## src/rtl/patchk_pkg.sv

```systemverilog
`default_nettype none
// ============================================================================
// Module   : patchk_pkg
// Purpose  : Shared types and widths for the pattern_rx_checker slice.
//            BYTE_W   - width of the pattern byte
//            PERIOD_W - width of the update-period measurement
//            state_t  - lock FSM state encoding
// Revision : 1.0 - initial release
// ============================================================================
package patchk_pkg;

  localparam int BYTE_W   = 8;
  localparam int PERIOD_W = 16;

  typedef enum logic [1:0] {
    ST_EMPTY  = 2'd0,
    ST_SEARCH = 2'd1,
    ST_LOCKED = 2'd2
  } state_t;

endpackage
`default_nettype wire

```

## src/rtl/patchk_debounce.sv

```systemverilog
`default_nettype none
// ============================================================================
// Module   : patchk_debounce
// Purpose  : 2-FF synchroniser, stability counter and update-event generator
//            for the incoming pattern byte.
// Ports    : clk, reset      - clock, synchronous active-high reset
//            i_ena           - enable; low holds the stability count at 0
//            i_din           - asynchronous pattern byte
//            i_last_value    - currently accepted byte (from the FSM)
//            i_empty         - FSM is in EMPTY (accept even a repeat value)
//            o_upd           - one-cycle update event (registered)
//            o_v             - byte carried by the update event (registered)
// Revision : 1.0 - initial release
// ============================================================================
module patchk_debounce import patchk_pkg::*; #(
  parameter int STABLE_CYCLES = 4
) (
  input  logic              clk,
  input  logic              reset,
  input  logic              i_ena,
  input  logic [BYTE_W-1:0] i_din,
  input  logic [BYTE_W-1:0] i_last_value,
  input  logic              i_empty,
  output logic              o_upd,
  output logic [BYTE_W-1:0] o_v
);

  localparam logic [3:0] c_st_max = 4'(STABLE_CYCLES);

  logic [BYTE_W-1:0] r_sync1;
  logic [BYTE_W-1:0] r_sync2;   // synchronised sample s
  logic [3:0]        r_st;
  logic              r_upd;
  logic [BYTE_W-1:0] r_v;

  logic [3:0]        w_st_next;
  logic              w_reach;
  logic              w_fire;

  // The count clears on the same edge that s takes a new value, so it
  // counts consecutive cycles that s has matched its previous sample.
  always_comb begin
    w_st_next = r_st;
    if (r_sync1 != r_sync2) begin
      w_st_next = '0;
    end else if (r_st != c_st_max) begin
      w_st_next = r_st + 4'd1;
    end
  end

  // Fire only on the first arrival at the threshold; saturation keeps a
  // steady byte from re-firing.
  assign w_reach = (w_st_next == c_st_max) && (r_st != c_st_max);
  assign w_fire  = i_ena && w_reach && ((r_sync2 != i_last_value) || i_empty);

  always_ff @(posedge clk) begin
    if (reset) begin
      r_sync1 <= '0;
      r_sync2 <= '0;
      r_st    <= '0;
      r_upd   <= 1'b0;
      r_v     <= '0;
    end else begin
      r_sync1 <= i_din;
      r_sync2 <= r_sync1;
      r_st    <= i_ena ? w_st_next : 4'd0;
      r_upd   <= w_fire;
      if (w_fire) begin
        r_v <= r_sync2;
      end
    end
  end

  assign o_upd = r_upd;
  assign o_v   = r_v;

endmodule
`default_nettype wire

```

## config.mk

```make
export PLATFORM = sky130hd
export DESIGN_NAME = patchk_debounce
export DESIGN_NICKNAME = d
export VERILOG_FILES = /design/src/rtl/patchk_pkg.sv /design/src/rtl/patchk_debounce.sv
export SDC_FILE = /design/constraint.sdc
export NUM_CORES = 1
export LEC_CHECK = 0
export CORE_MARGIN = 3
export CORE_UTILIZATION = 48
export CTS_CLUSTER_DIAMETER = 60
export DETAILED_ROUTE_END_ITERATION = 8
export MAX_ROUTING_LAYER = met4
export PLACE_DENSITY = 0.79
export SYNTH_ARGS = -nofsm -noshare
export SYNTH_HDL_FRONTEND = slang
export SYNTH_SLANG_ARGS = --single-unit
export TNS_END_PERCENT = 20
```

## constraint.sdc

```tcl
create_clock -name clk -period 2.3 [get_ports clk]
set_input_delay 0.46 -clock clk [delete_from_list [all_inputs] [get_ports clk]]
set_output_delay 0.46 -clock clk [all_outputs]
set_load 0.01 [all_outputs]
```

* After elaboration in Yosys (flattened, before gate mapping)
Cells that the tools add are included.
** Cells by class
- Add/subtract/negate cells :: 1
- Multiply operators :: 0
- Div/mod/pow operators :: 0
- Order comparisons :: 0
- Equal/unequal tests :: 4
- Shifts and indexed selects :: 0
- Multiplexer cells :: 2
- Bitwise logic cells :: 1
- Reductions and logical operators :: 5
** Operators by type and width (number)
- $ne A8 B8 Y1 :: 2
- $mux W4 :: 2
- $add A4 B1 Y4 const B :: 1
- $eq A4 B3 Y1 const B :: 1
- $ne A4 B3 Y1 const B :: 1
- $logic_and A1 B1 Y1 :: 3
- $reduce_or A2 Y1 :: 1
- $logic_or A1 B1 Y1 :: 1
- $not A1 Y1 :: 1
** Storage, ports and cells
- Flip-flop bits (word level) :: 29
- Bits in latches :: 0
- Bits in writable memories :: 0
- Bits in read-only memories :: 0
- Bits of input ports :: 20
- Word-level logic and storage cells :: 18
- Memories :: 0

* Longest topological paths before layout
Gate-level depths: netlist of the first run.
- Depth after elaboration :: 7
- Depth in mapped cells :: 8
- Gate-level depth less buffers :: 7

* Worst setup path before layout of the first run
OpenSTA, ideal clock, no wires.
- Kind :: reg2reg
- From :: register r_st[0]
- To :: register r_v[0], in the netlist o_v[0]
- Arrival :: 1.611 ns
- Required time :: 2.229 ns
- Slack :: 0.619 ns
- Cell stages (with the launch flop) :: 8
- Path buffers :: 1
- Clock period less this slack :: 1.681 ns
- Path through :: dfxtp_1 > inv_1 > ha_1 > a2111oi_2 > and2_1 > buf_2 > nand4_1 > a21oi_1
** On the way
- Word-level cells in the longest chain between the ends :: 7
- Elaborated cells between the ends (all ways) :: 8
- Those cells by class :: add/sub (1); eq/ne (2); mux (2); reduce/logical (3)
** Ends and longest elaborated chain
- start: declaration :: RTL line patchk_debounce.sv:32 : logic [3:0] r_st;
- start signal: assignment :: RTL line patchk_debounce.sv:66 : r_st <= i_ena ? w_st_next : 4'd0;
- $add A4 B1 Y4 / $ne A4 B3 Y1 (equally long branches) :: RTL line patchk_debounce.sv:47, patchk_debounce.sv:46, patchk_debounce.sv:53
- $mux W4 :: RTL line patchk_debounce.sv:46 : end else if (r_st != c_st_max) begin
- $mux W4 :: RTL line patchk_debounce.sv:44 : if (r_sync1 != r_sync2) begin
- $eq A4 B3 Y1 :: RTL line patchk_debounce.sv:53 : assign w_reach = (w_st_next == c_st_max) && (r_st != c_st_max);
- $logic_and A1 B1 Y1 (*) :: RTL line patchk_debounce.sv:53
- $logic_and A1 B1 Y1 (*) (2 in a row) :: RTL line patchk_debounce.sv:54 : assign w_fire = i_ena && w_reach && ((r_sync2 != i_last_value) || i_empty);
- end signal: assignment :: RTL line patchk_debounce.sv:69 : r_v <= r_sync2;
- end: declaration :: RTL line patchk_debounce.sv:34 : logic [BYTE_W-1:0] r_v;
Every way passes the cells marked *; elsewhere a longest branch is shown, timed or not.
A chain may end at the register's enable or synchronous reset.

* Worst setup path after layout of the first run
- From :: register r_sync2[3]
- To :: register r_v[2], in the netlist o_v[2]
** On the way
- Word-level cells in the longest chain between the ends :: 6
- Elaborated cells between the ends (all ways) :: 8
- Those cells by class :: eq/ne (3); mux (1); reduce/logical (4)
** Ends and longest elaborated chain
- start: declaration :: RTL line patchk_debounce.sv:31 : logic [BYTE_W-1:0] r_sync2;
- start signal: assignment :: RTL line patchk_debounce.sv:65 : r_sync2 <= r_sync1;
- $ne A8 B8 Y1 :: RTL line patchk_debounce.sv:44
- $mux W4 :: RTL line patchk_debounce.sv:44
- $eq A4 B3 Y1 :: RTL line patchk_debounce.sv:53
- $logic_and A1 B1 Y1 :: RTL line patchk_debounce.sv:53
- $logic_and A1 B1 Y1 :: RTL line patchk_debounce.sv:54
- $logic_and A1 B1 Y1 (*) :: RTL line patchk_debounce.sv:54
Marked as above.

==> impl_metrics.ini, run 1 <==
[yosys]
ys.warnings.count = 0
ys_types = 26
synth_cells = 128
netlist_area_um2 = 1230
seq_area_frac_synth = 0.473
yosys-top-cells-area = dfxtp_1 47%, nor2b_1 8.7%, xnor2_1 6.4%
synth.net_count = 150
yosysTopAreaCell = dfxtp_1
synth-seq-cells = 29
postSynthAreaPerCell_um2 = 9.59
netlist.area_leader.share = 0.473

[flow_run]
maxCapViolCount = 0

[worst_setup_path]
path_buf_inv = 0
crit_arrival_ps = 2180
path_cells = xnor2_1, nand3_1, or4_1, o31ai_1, a21oi_1
cp_max_fo = 9
crit_slowest_cell = or4_1
slowest_delay_ps = 720
criticalPathCategory = reg2reg
cp.required_ps = 2520
startpoint_type = flip-flop
crit_family = simple AND/OR/NAND/NOR gates
critPathCaptureType = flip-flop

[timing]
slew_viol_final = 0
rsz0062_at_grt = false
setup_viol_count_final = 0
hold_ws_ps = 477
finalSetupTns_ps = 0
worstMarginPinSlew_ps = 359
post-route-min-period_ps = 1960
hold_viol = 0
finalClockSkew_ps = 5.11
period_share = 0.852
slew_headroom = 0.758
clock.fmax_ghz = 0.510

[drt]
route.antenna.remaining_nets = 0
route.detailed.drc = 0
wl_per_cell_um = 13.2
firstDrtPassIters = 6
drt-initial-drc-count = 20
drt-total-wl_mm = 2.51
num_vias = 1021
vias_per_cell = 5.37

[outcome]
status = finished clean

[layout]
layout.nets = 183
insertedDiodeCount = 0
syn2layout_area_growth_pct = 32.5
drive_above_1_share = 0.0864
fin_area_um2 = 1630

[clocking]
root_buffer = clkbuf_4
numCtsBuffers = 5
cts_resized = 0
postCtsSetupBuffers = 0
cts_tree = done
cts_hold_buf = 0
htreeDepth = 2
cts.sinks = 29
clock_latency_ps = 330
clockBufferDepth = 2
clkSlewWorstSetupHoldPaths_ps = 90

[grt]
grt_pass1_vias = 958
antenna_found_initial = 0
met2_usage = 0.271
grt_usage = 0.176
grt.met3_usage = 0.0690
grt_max_degree = 11
busiest_layer = met2
grt_overflow = 0
grt_util_met1 = 0.188
grt_pass1_wl_mm = 4.17

[pwr]
power_density_nw_per_um2 = 647
p_leak_uw = 0.000571
vdd_drop_max_uv = 560

[die]
dieHeight_um = 56.6
fp.dieW_um = 56.6
num_rows = 17
die_area_um2 = 3200
io_pins = 29
start_util = 0.529
coreArea_um2 = 2320

[place]
dp_hpwl_mm = 2.00
portBuffers = 28
place_area_um2 = 1540
gp_congestion = 0.755

[min_path]
holdCritPathClass = reg2reg
==> state kept, by name, indices dropped and copies added (netlist names) <==
signal and flops:
o_upd 1, r_st 4, r_sync1 8, r_sync2 8, o_v 8
==> cells in the final DEF (no fill, tap or decap) <==
| cell type | count |
|---|---|
| dfxtp_1 | 29 |
| clkdlybuf4s50_1 | 28 |
| nor2b_1 | 17 |
| a21oi_1 | 10 |
| xnor2_1 | 9 |
| xor2_1 | 8 |
| nand4_1 | 8 |
| o31ai_1 | 8 |
| nand2_1 | 5 |
| clkbuf_4 | 5 |
| inv_1 | 4 |
| nor2_1 | 4 |
| nand3_1 | 3 |
| nand2b_1 | 3 |
| buf_4 | 3 |
| nor3_1 | 2 |
| nor4_1 | 2 |
| o21ai_0 | 2 |
| ha_1 | 2 |
| nor4_2 | 1 |
| nor4bb_1 | 1 |
| a2111oi_2 | 1 |
| and2_1 | 1 |
| and3_1 | 1 |
| or4_1 | 1 |
| nand2_2 | 1 |
| clkbuf_8 | 1 |
| bufinv_16 | 1 |
| clkinvlp_4 | 1 |
==> path summary, 6_finish.rpt <==
kind	from	end	slack [ps]	cells after the start
min	o_v[1]	o_v[1]	480	2
max	r_sync2[3]	o_v[2]	340	5
max reg2reg	r_sync2[3]	o_v[2]	340	5
min reg2reg	o_v[1]	o_v[1]	480	2
==> power breakdown <==
group | total (uW) | internal [uW] | leakage, uW | switching, uW
combinational | 87.8 | 55.0 | 0.000289 | 32.8
sequential | 527 | 515 | 0.000237 | 12.0
clock | 438 | 258 | 0.0000445 | 180
==> per-stage QoR <==
step / cells / worst slack, ps / utilization / total power, uW
final: 190 / 339 / 0.702 / 1050
after global routing: 190 / 215 / 0.702 / 1090
after CTS: 190 / 358 / 0.702 / 1060
after detailed placement: 182 / 143 / 0.663 / 627
after global placement: 182 / 237 / 0.663 / 623
after floorplan: 128 / 619 / - / 580
==> cell families after synthesis <==
group           synth area share
simple gates               0.241
flops                      0.473
compound gates             0.110
xor+xnor                   0.121
buf+inv                   0.0346
fa+ha+maj                 0.0204
==> tightest hold or removal path: stages, from the launching register on <==
cell	delay, ps
dfxtp_1	320
o31ai_1	60
a21oi_1	60
==> cell type report <==
class / instances / area [um2]
sequential: 29 / 581
fill: 202 / 692
clock buffer: 6 / 51.3
clock inverter: 2 / 37.5
inverter: 4 / 15.0
timing repair buffer: 31 / 303
tap: 28 / 35.0
multi-input combinational: 90 / 604
==> synth_stat cells <==
library cell	number
buf_6	1
nand2_2	1
nor3_1	2
nand4_1	8
a21oi_1	10
nor2b_1	17
nor2_1	4
dfxtp_1	29
o31ai_1	8
and2_1	1
o21ai_0	2
inv_1	4
a2111oi_2	1
nand2_1	5
ha_1	2
xor2_1	8
xnor2_1	9
and3_1	1
nor4_2	1
nor4_1	2
nor4bb_1	1
nand2b_1	3
nand3_1	3
or4_1	1
buf_2	1
clkbuf_1	3
==> metal layers <==
metal | wire, um | vias to the layer above
met1 | 1000 | 455
li1 | - | 510
met5 | 0 | -
met3 | 196 | 11
met2 | 1220 | 45
met4 | 90 | 0
Power figures use the tool's default switching activity.
==> run 2, diff against run 1 <==
- CORE_UTILIZATION: 48 -> 45
- PLACE_DENSITY: 0.79 -> 0.75
- SLEW_MARGIN: default -> 20
- clock period: 2.3 -> 1.99 ns (I/O delays scaled with it)
==> run 2 against run 1 <==
Combinational power rose by 20%. Setup slack got worse by 160 ps. Cell count rose by 1.6%. Register-to-register slack got worse by 160 ps. Wire length did not move. Largest power group unchanged. Design area rose by 1.1%. Die area rose by 5.9%. Power rose by 10%. Clock power rose by 2%. Via count barely moved.
==> impl_metrics.ini, run 2 (synthesized netlist as in run 1, its figures left out) <==
[drt]
num_vias = 1022
firstDrtPassIters = 2
route.detailed.drc = 0
drt-initial-drc-count = 17
route.antenna.remaining_nets = 0
drt-total-wl_mm = 2.51
vias_per_cell = 5.30
wl_per_cell_um = 13.0

[timing]
finalClockSkew_ps = 7.95
clock.fmax_ghz = 0.552
setup_viol_count_final = 0
hold_viol = 0
post-route-min-period_ps = 1810
finalSetupTns_ps = 0
period_share = 0.910
slew_viol_final = 0
worstMarginPinSlew_ps = 457
hold_ws_ps = 476
slew_headroom = 0.691

[worst_setup_path]
worstReg2RegStart = r_st[0]
startpoint_type = flip-flop
slowest_delay_ps = 380
criticalPathCategory = reg2reg
crit_slowest_cell = a2111oi_4
cp_num_cells = 6
rr_worst_depth = 6
path_cells = inv_1, ha_1, a2111oi_4, nand2_1, o31ai_1, a21oi_1
critPathCaptureType = flip-flop
cp_max_fo = 4
cp-startpoint = r_st[0]
crit_arrival_ps = 2020
path_buf_inv = 1
cp.required_ps = 2200
crit_family = compound AO/OA/AOI/OAI gates

[pwr]
p_leak_uw = 0.000578
vdd_drop_max_uv = 621
power_density_nw_per_um2 = 705

[layout]
area.sequential_um2 = 582
post-route-util = 0.646
drive_above_1_share = 0.104
insertedDiodeCount = 0
multi_input_area_um2 = 627
fillers = 217
layout.nets = 185
syn2layout_area_growth_pct = 33.9
layout_common_cells = 28 x clkdlybuf4s50_1, 28 x dfxtp_1, 17 x nor2b_1, 10 x a21oi_1, 9 x xnor2_1

[die]
io_pins = 29
dieHeight_um = 58.2
start_util = 0.482
fp.dieW_um = 58.2
die_area_um2 = 3390
num_rows = 18
coreArea_um2 = 2540

[min_path]
holdCritPathClass = reg2reg
hold-path-cell-count = 2
hp-start = o_v[0]

[clocking]
cts.sinks = 29
cts_tree = done
postCtsSetupBuffers = 0
numCtsBuffers = 5
cts_hold_buf = 0
clkSlewWorstSetupHoldPaths_ps = 80
clock_latency_ps = 330
cts_resized = 0
clockBufferDepth = 2
root_buffer = clkbuf_4
htreeDepth = 2

[grt]
grt_overflow = 0
antenna_found_initial = 0
grt_pass1_wl_mm = 4.13
grt_max_degree = 13
grt_pass1_vias = 994
grt_usage = 0.170

[place]
dp_hpwl_mm = 1.92
portBuffers = 28
gp_congestion = 0.812

[outcome]
status = finished clean

[flow_run]
maxCapViolCount = 0
-- run 2: final timing paths --
kind | end | slack [ps]
worst min-delay path | o_v[0] | 480
worst max-delay path | o_v[1] | 180
worst max register to register | o_v[1] | 180
worst min register to register | o_v[0] | 480
-- run 2: layout make-up --
cell class,instances,area share
multi-input combinational,91,0.381
clock buffer,5,0.0228
timing repair buffer,32,0.189
sequential,29,0.354
inverter,4,0.00913
clock inverter,2,0.0213
tap,30,0.0228
-- run 2: worst min-delay path, delay by kind of cell, from the launching register on --
family | cells | cell delay, ps
DFF | 1 | 310
AOI/OAI and AO/OA | 2 | 120
-- run 2: routing by layer --
metal	up-vias	wire length (um)	global-route usage	share of wire
li1	515	-	-	-
met1	470	1080	0.181	0.43
met2	28	1190	0.273	0.48
met3	9	159	0.0757	0.063
met4	0	71	0.0762	0.028
met5	-	0	-	0
-- run 2: power by group --
group / internal, uW / switching [uW] / total [uW] / leakage [uW]
clock network: 255 / 190 / 445 / 0.0000410
logic: 66.2 / 39.0 / 105 / 0.000299
registers: 596 / 13.7 / 609 / 0.000238
-- run 2: metrics by stage --
step / setup slack [ps] / total power (uW) / cell area [um2] / instances
after global routing: -10.1 / 1200 / 1640 / 193
after floorplan: 309 / 670 / 1230 / 128
final: 179 / 1160 / 1640 / 193
after CTS: 49.5 / 1170 / 1620 / 192
after detailed placement: -82.3 / 726 / 1550 / 185
after global placement: -7.67 / 722 / 1550 / 185
